$ cat src/rtl/uart_img_rx.sv
// UART 8N1 receiver that streams a fixed-size grayscale image into the accelerator,
// one pixel per accepted byte, with framing-error and mid-frame idle-timeout recovery.
module uart_img_rx #(
    parameter int CLK_FREQ     = 50_000_000,
    parameter int BAUD         = 115200,
    parameter int IMG_PIXELS   = 784,
    parameter int IDLE_TIMEOUT = 20
) (
    input  logic       clk,
    input  logic       rst_n,
    input  logic       uart_rxd,
    output logic [7:0] img_dout,
    output logic       dout_vld,
    output logic       frame_done,
    output logic       frame_err,
    output logic       busy
);

    localparam int BAUD_DIV  = CLK_FREQ / BAUD;
    localparam int HALF_DIV  = BAUD_DIV / 2;
    localparam int TO_CYCLES = IDLE_TIMEOUT * BAUD_DIV;
    localparam int BW        = $clog2(BAUD_DIV + 1);
    localparam int PW        = (IMG_PIXELS > 1) ? $clog2(IMG_PIXELS) : 1;
    localparam int TW        = $clog2(TO_CYCLES + 1);

    localparam logic [BW-1:0] BAUD_LAST = BW'(BAUD_DIV - 1);
    localparam logic [BW-1:0] HALF_LAST = BW'(HALF_DIV - 1);
    localparam logic [PW-1:0] PIX_LAST  = PW'(IMG_PIXELS - 1);
    localparam logic [TW-1:0] TO_LAST   = TW'(TO_CYCLES - 1);

    typedef enum logic [2:0] {
        S_IDLE,
        S_START,
        S_DATA,
        S_STOP,
        S_WAIT_HIGH
    } state_t;

    state_t        state_reg;
    logic          rxd_meta_reg;
    logic          rxd_s_reg;
    logic          rxd_prev_reg;
    logic [BW-1:0] baud_cnt_reg;
    logic [2:0]    bit_cnt_reg;
    logic [7:0]    shift_reg;
    logic [PW-1:0] pix_cnt_reg;
    logic [TW-1:0] idle_timer_reg;
    logic          start_edge;

    assign start_edge = rxd_prev_reg & ~rxd_s_reg;

    always_ff @(posedge clk or negedge rst_n) begin
        if (!rst_n) begin
            state_reg      <= S_IDLE;
            rxd_meta_reg   <= 1'b1;
            rxd_s_reg      <= 1'b1;
            rxd_prev_reg   <= 1'b1;
            baud_cnt_reg   <= '0;
            bit_cnt_reg    <= '0;
            shift_reg      <= '0;
            pix_cnt_reg    <= '0;
            idle_timer_reg <= '0;
            img_dout       <= '0;
            dout_vld       <= 1'b0;
            frame_done     <= 1'b0;
            frame_err      <= 1'b0;
            busy           <= 1'b0;
        end else begin
            rxd_meta_reg <= uart_rxd;
            rxd_s_reg    <= rxd_meta_reg;
            rxd_prev_reg <= rxd_s_reg;
            dout_vld     <= 1'b0;
            frame_done   <= 1'b0;
            frame_err    <= 1'b0;
            busy         <= (pix_cnt_reg != '0);

            case (state_reg)
                S_IDLE: begin
                    // A start edge takes priority over an expiring timeout.
                    if (start_edge) begin
                        state_reg      <= S_START;
                        baud_cnt_reg   <= '0;
                        bit_cnt_reg    <= '0;
                        idle_timer_reg <= '0;
                    end else if (pix_cnt_reg == '0) begin
                        idle_timer_reg <= '0;
                    end else if (idle_timer_reg == TO_LAST) begin
                        frame_err      <= 1'b1;
                        pix_cnt_reg    <= '0;
                        idle_timer_reg <= '0;
                    end else begin
                        idle_timer_reg <= idle_timer_reg + 1'b1;
                    end
                end

                S_START: begin
                    if (baud_cnt_reg == HALF_LAST) begin
                        baud_cnt_reg <= '0;
                        state_reg    <= rxd_s_reg ? S_IDLE : S_DATA;
                    end else begin
                        baud_cnt_reg <= baud_cnt_reg + 1'b1;
                    end
                end

                S_DATA: begin
                    if (baud_cnt_reg == BAUD_LAST) begin
                        baud_cnt_reg <= '0;
                        shift_reg    <= {rxd_s_reg, shift_reg[7:1]};
                        bit_cnt_reg  <= bit_cnt_reg + 3'd1;
                        if (bit_cnt_reg == 3'd7) begin
                            state_reg <= S_STOP;
                        end
                    end else begin
                        baud_cnt_reg <= baud_cnt_reg + 1'b1;
                    end
                end

                S_STOP: begin
                    if (baud_cnt_reg == BAUD_LAST) begin
                        baud_cnt_reg <= '0;
                        if (rxd_s_reg) begin
                            dout_vld  <= 1'b1;
                            img_dout  <= shift_reg;
                            state_reg <= S_IDLE;
                            if (pix_cnt_reg == PIX_LAST) begin
                                frame_done  <= 1'b1;
                                pix_cnt_reg <= '0;
                            end else begin
                                pix_cnt_reg <= pix_cnt_reg + 1'b1;
                            end
                        end else begin
                            // Bad stop bit: drop the byte and the partial frame.
                            frame_err   <= 1'b1;
                            pix_cnt_reg <= '0;
                            state_reg   <= S_WAIT_HIGH;
                        end
                    end else begin
                        baud_cnt_reg <= baud_cnt_reg + 1'b1;
                    end
                end

                S_WAIT_HIGH: begin
                    if (rxd_s_reg) begin
                        state_reg <= S_IDLE;
                    end
                end

                default: state_reg <= S_IDLE;
            endcase
        end
    end

endmodule

$ cat config.mk
export PLATFORM = sky130hd
export DESIGN_NAME = uart_img_rx
export DESIGN_NICKNAME = d
export VERILOG_FILES = /design/src/rtl/uart_img_rx.sv
export SDC_FILE = /design/constraint.sdc
export NUM_CORES = 1
export LEC_CHECK = 0
export BUFFER_PORTS_ARGS = -buffer_cell sky130_fd_sc_hd__buf_2
export CORE_ASPECT_RATIO = 1.25
export CORE_UTILIZATION = 55
export CTS_CLUSTER_DIAMETER = 40
export DETAILED_ROUTE_END_ITERATION = 16
export HOLD_SLACK_MARGIN = 0.02
export PLACE_DENSITY = 0.77
export SETUP_SLACK_MARGIN = 0.05
export SYNTH_ARGS = -nofsm -noshare
export SYNTH_HDL_FRONTEND = slang
export SYNTH_SLANG_ARGS = --single-unit
$ cat constraint.sdc
create_clock -name clk -period 2.4 [get_ports clk]
set_input_delay 0.36 -clock clk [delete_from_list [all_inputs] [get_ports clk]]
set_output_delay 0.36 -clock clk [all_outputs]
set_load 0.02 [all_outputs]
# Word-level counts from Yosys, hierarchy flattened
# Index checks and enable logic that the tools add are counted.
# op_classes
n_addsub,4
n_eq_ne,18
bitwise_logic,2
reduce_logical,13
mux,39
# op_table
operator,count
10-bit two-way mux,6
14-bit two-way mux,3
3-bit two-way mux,9
9-bit two-way mux,3
9-bit case mux with 3 select lines,1
10-bit case mux with 2 select lines,1
"2-bit inequality test, second input constant",9
3-bit case mux with 5 select lines,1
"14-bit by 1-bit adder with 14-bit output, second input constant",1
"14-bit == test, second input constant",1
1-bit two-way mux,12
"10-bit by 1-bit adder with 10-bit output, second input constant",1
"10-bit == test, second input constant",1
10-bit logical NOT,1
10-bit nonzero test,1
"9-bit by 1-bit adder with 9-bit output, second input constant",1
"9-bit by 8-bit == test with 1-bit output, second input constant",1
"9-bit == test, second input constant",1
"3-bit by 2-bit == test with 1-bit output, second input constant",2
"3-bit == test, second input constant",2
3-bit case mux with 2 select lines,1
3-bit AND reduction,2
6-bit AND reduction,1
5-bit AND reduction,1
11 further kinds,13
# totals
output_inout_bits,12
in_bits,3
wordCells,90
reg_bits,62

# Longest topological paths before layout
# logic_depth
depth_word,5
mapped_depth,9
depth_no_buf,7

# Worst setup path after synthesis
# Ideal clock, no wire load.
# synth_path
path_kind,reg-to-reg
from,register idle_timer_reg[0]
to,register idle_timer_reg[11]
setup_time_ps,69
required_time_ps,2331
n_path_buf,1
synth_period_minus_slack_ps,2129
stages_incl_launch_ff,8
t_arrival_ps,2060
slack_ps,271
path_cell_list,dfrtp_1 ha_1 and3b_1 and4_4 or3_1 buf_2 or4_1 nand3_1
# synth_between
elab_chain_cells,4
elab_cells_between_ends,5
cone_classes,add/sub: 1; eq/ne: 1; mux: 3
# synth_rtl
item,line_no,rtl
"start, declared",47,logic [TW-1:0] idle_timer_reg;
"start signal, assigned",92,idle_timer_reg <= idle_timer_reg + 1'b1;
14-bit by 1-bit adder with 14-bit output or 14-bit == test (tied branches),"92, 87",
14-bit two-way mux *,87,end else if (idle_timer_reg == TO_LAST) begin
14-bit two-way mux *,85,end else if (pix_cnt_reg == '0) begin
14-bit two-way mux *,80,if (start_edge) begin
# Mark *: on every way between the ends. The rest lies on a longest branch, timed or not.
# A chain may end at the register's enable or synchronous reset.

# Worst setup path after layout
# layout_path
from,register pix_cnt_reg[0]
to,register pix_cnt_reg[0]
# layout_between
elab_chain_cells,5
elab_cells_between_ends,9
cone_classes,add/sub: 1; eq/ne: 2; mux: 4; reduce/logical: 2
# layout_rtl
item,line_no,rtl
"start, declared",46,logic [PW-1:0] pix_cnt_reg;
"start signal, assigned",129,pix_cnt_reg <= pix_cnt_reg + 1'b1;
10-bit by 1-bit adder with 10-bit output or 10-bit == test (tied branches),"129, 125",
10-bit two-way mux,125,if (pix_cnt_reg == PIX_LAST) begin
10-bit two-way mux,121,if (rxd_s_reg) begin
10-bit two-way mux,119,if (baud_cnt_reg == BAUD_LAST) begin
10-bit case mux with 2 select lines,77,case (state_reg)
# Parallel ways exist; a longest one is shown, timed or not. The select of a mux whose other input is x is not followed.

==> results.txt <==
----------------------------------------------------
[Power and ir drop]
  IR Drop Worst-Case VDD ... between 0.0005 and 0.0006 V
  Leak pwr ... 1.651 nW
  Final Power ... ~2.5 mW
  Share of total power in combinational logic ... 0.190
  Switching power ... between 700 and 800 uW
  Cell internal pwr ... between 1.5 and 2 mW
  Share of total power consumed by net switching ... 0.3161
  Share of power burned in the clock network ... 0.331
  Total power divided by cell area ... between 700 and 800 nW/um^2
  Flop pwr share ... 0.478

[Clock network]
  Clock root buffer master ... sky130_fd_sc_hd__clkbuf_8
  CTS buffer count ... 9
  H-tree levels ... 3
  Clock tree buffer depth ... 2
  Worst skew pair latency ... around 340 ps
  Clock slew at reported path FFs ... 70 ps
  TritonCTS clock tree ... done
  Number of clock sinks seen by CTS ... 62

[Cells and area]
  Number of flip-flops under the largest register name ... 14
  Count of antenna diodes in the layout ... 0
  Synth-to-Final Area Change ... 12.07%
  Post-route non-filler standard cell count ... 398
  Number of fillers in the final layout ... between 400 and 500
  Final Instance Area ... 3486 sq um
  Share of cells above drive strength 1 ... 0.2006
  Leading cell type in the layout, fill and taps excluded ... sky130_fd_sc_hd__dfrtp_1
  Final #Nets ... 340
  Most frequent cells in the layout ... sky130_fd_sc_hd__dfrtp_1 (59), sky130_fd_sc_hd__nand2_1 (33), sky130_fd_sc_hd__nand3_1 (21)

[Route]
  Vias/cell ... between 5 and 6
  Number of iterations in the first detailed-routing pass ... 4
  DRT Wirelength ... around 6000 um
  Routed wire length per instance ... 15.14 um
  Residual antenna-violating net count after detailed routing ... 0
  Post-detailed-route DRC marker count ... 0
  Total number of vias ... 2382
  Iter 0 DRT Violations ... between 150 and 200

[STA]
  Count of endpoints failing setup in the final report ... 0
  Number of hold violations in the final report ... 0
  Final Max Slew Viols ... 0
  Hold WS ... about 120 ps
  Peak clock frequency supported by timing ... between 400 and 500 MHz
  Transition time at the pin with the least slew margin ... between 700 and 800 ps
  Setup repair after global routing missed its margin ... no
  Worst slew margin relative to its limit ... 0.5065
  Final clock skew ... 8.164 ps
  Fin Setup TNS ... 0 ps
  Time the worst path needs with I/O delays and setup ... approximately 2200 ps
  Final worst path period share ... 0.9323

[Synthesis]
  Prevailing post-synth register cell ... sky130_fd_sc_hd__dfrtp_1
  #FFs+latches synth ... a little over 60
  Mean post-synth cell area ... between 10 and 15 sq um
  Fraction of registers with async set or reset after synthesis ... 1.000
  Share of the yosys chip area belonging to registers ... 0.5000
  Post-Synthesis Net Count ... 316
  Synthesized instance count ... between 300 and 400
  Total standard cell area after synthesis ... 3110 sq um
  Synth cell types ... 52
  Number of synthesized flops with an enable pin ... 0
  Total number of yosys warnings ... 0

[Run]
  Number of max-cap violations ... 0

[Placement]
  Port Buf Inserts ... 14
  Gpl congestion ... ~0.86
  HPWL after detailed placement ... approximately 4200 um
  Post-Place Cells ... approximately 380
  Placed cell area ... roughly 3300 sq um

[Worst setup path]
  Endpoint required time on the critical path ... 2630 ps
  Largest fanout of any net on the critical path ... 12
  WS Path Type ... flip-flop to flip-flop
  Cells along the critical path ... inv_1 > ha_1 > or4b_1 > or3_4 > a41oi_4 > nor3_1 > a21o_1
  Crit-path slowest cell ... sky130_fd_sc_hd__or4b_1
  Data arrival, critical path ... approximately 2500 ps
  Critical path startpoint category ... flip-flop
  Number of buffer and inverter instances along the worst setup path ... 1
  Family of cells with the greatest summed delay on the critical path ... simple AND/OR/NAND/NOR gates
  Delay contributed by the slowest stage of the critical path ... about 490 ps
  Worst Setup End Kind ... flip-flop

[Run status]
  Result of the run ... finished, final reports clean

[Floorplanning]
  Overall die height ... between 80 and 90 um
  IO Pins ... 15
  Floorplan die area ... approximately 6000 sq um
  Placement row count ... 30
  Starting density of the core ... 0.5715
  Floorplan core area ... roughly 5400 sq um
  Width of the die ... between 60 and 70 um

[GRT]
  Largest net degree at the start of global routing ... 39
  Antenna violations before repair ... 0
  GR Util All Layers ... 0.2198
  Wire length of the first global-routing pass ... between 10000 and 15000 um
  GRT overflow ... 0
  Number of global-route vias before repair ... approximately 2300

[Min path]
  Worst hold path class ... primary input to flip-flop

----------------------------------------------------
-- logic make-up after synthesis --
group / after synthesis / synth area share
fa+ha+maj: 8 / 0.03218
buf+inv: 20 / 0.03097
compound gates: 77 / 0.1633
mux: 16 / 0.05792
xor+xnor: 4 / 0.01127
flops: 62 / 0.5000
simple gates: 118 / 0.2043
-- final timing paths --
kind / slack [ps] / from / to / depth (start not counted)
min in group asynchronous: 540 / rst_n / idle_timer_reg[10] / 2
setup reg to reg: 160 / pix_cnt_reg[0] / pix_cnt_reg[0] / 7
hold reg to reg: 360 / rxd_meta_reg / rxd_s_reg / 0
setup / recovery: 160 / pix_cnt_reg[0] / pix_cnt_reg[0] / 7
max in group asynchronous: 1210 / rst_n / rxd_prev_reg / 3
hold / removal: 120 / uart_rxd / rxd_meta_reg / 1
-- cell usage after synthesis, drive strengths merged, types with 2 or more instances --
cell type | instances | area, sq um
and3 | 6 | 37.54
inv | 8 | 30.03
nand3 | 21 | 105.1
o31ai | 7 | 71.32
buf | 7 | 46.29
ha | 8 | 100.1
a41oi | 2 | 36.29
nand3b | 3 | 22.52
and3b | 2 | 17.52
clkbuf | 5 | 20.01
or3 | 4 | 30.03
and4 | 4 | 37.54
mux2 | 16 | 180.2
a31oi | 13 | 81.33
o211ai | 2 | 15.01
nor3 | 6 | 30.03
a22o | 3 | 26.28
nand2b | 7 | 43.79
dfrtp | 59 | 1476
o21ai | 28 | 140.1
nand4 | 4 | 25.02
xor2 | 3 | 26.28
nor2 | 15 | 56.30
nand2 | 33 | 123.9
nor2b | 4 | 25.02
or4 | 2 | 18.77
a21o | 4 | 30.03
dfstp | 3 | 78.83
a21oi | 13 | 65.06
-- power by group through the flow --
stage / Clock [mW] / Sequential (mW) / Combinational, mW
6_report: 0.830 / 1.20 / 0.476
3_5_place_dp: 0 / 1.22 / 0.472
4_1_cts: 0.855 / 1.20 / 0.476
2_1_floorplan: 0 / 1.19 / 0.344
5_1_grt: 0.897 / 1.21 / 0.537
3_3_place_gp: 0 / 1.21 / 0.460
-- metrics by stage --
step / setup WS, ps / utilization
6_report: 162.5 / 0.6405
5_1_grt: 60.61 / 0.6405
4_1_cts: 134.3 / 0.6395
3_5_place_dp: -105.6 / 0.6030
3_3_place_gp: 28.41 / 0.6030
2_1_floorplan: 271.3 / -
-- per-layer routing --
| metal | vias to the layer above | part of all wire | wire, um | track usage |
|---|---|---|---|---|
| li1 | 1167 | - | - | - |
| met1 | 1147 | 0.44 | 2663 | 0.2703 |
| met2 | 66 | 0.51 | 3077 | 0.3725 |
| met3 | 2 | 0.043 | 262 | 0.05053 |
| met4 | 0 | 0.0035 | 21 | 0.09276 |
| met5 | - | 0 | 0 | 0 |
-- what timing repair did --
action                                  4_1_cts  5_1_grt
hold endpoints to repair                      2        0
endpoints found under the setup margin        5        5
gates resized for setup                       1        1
hold buffers                                  1        0
pin swaps                                     0        1
setup buffers                                 0        0
-- final cells by class --
class / count / area [sq um] / share of cell area
inverters: 8 / 30.03 / 0.008615
repair buffers: 25 / 167.7 / 0.04810
flip-flops and latches: 62 / 1555 / 0.4462
clock buffers: 10 / 137.6 / 0.03948
well taps: 64 / 80.08 / 0.02297
clock inverters: 6 / 46.29 / 0.01328
multi-input cells: 223 / 1469 / 0.4214
No activity file was read; power rests on OpenSTA's default activity.
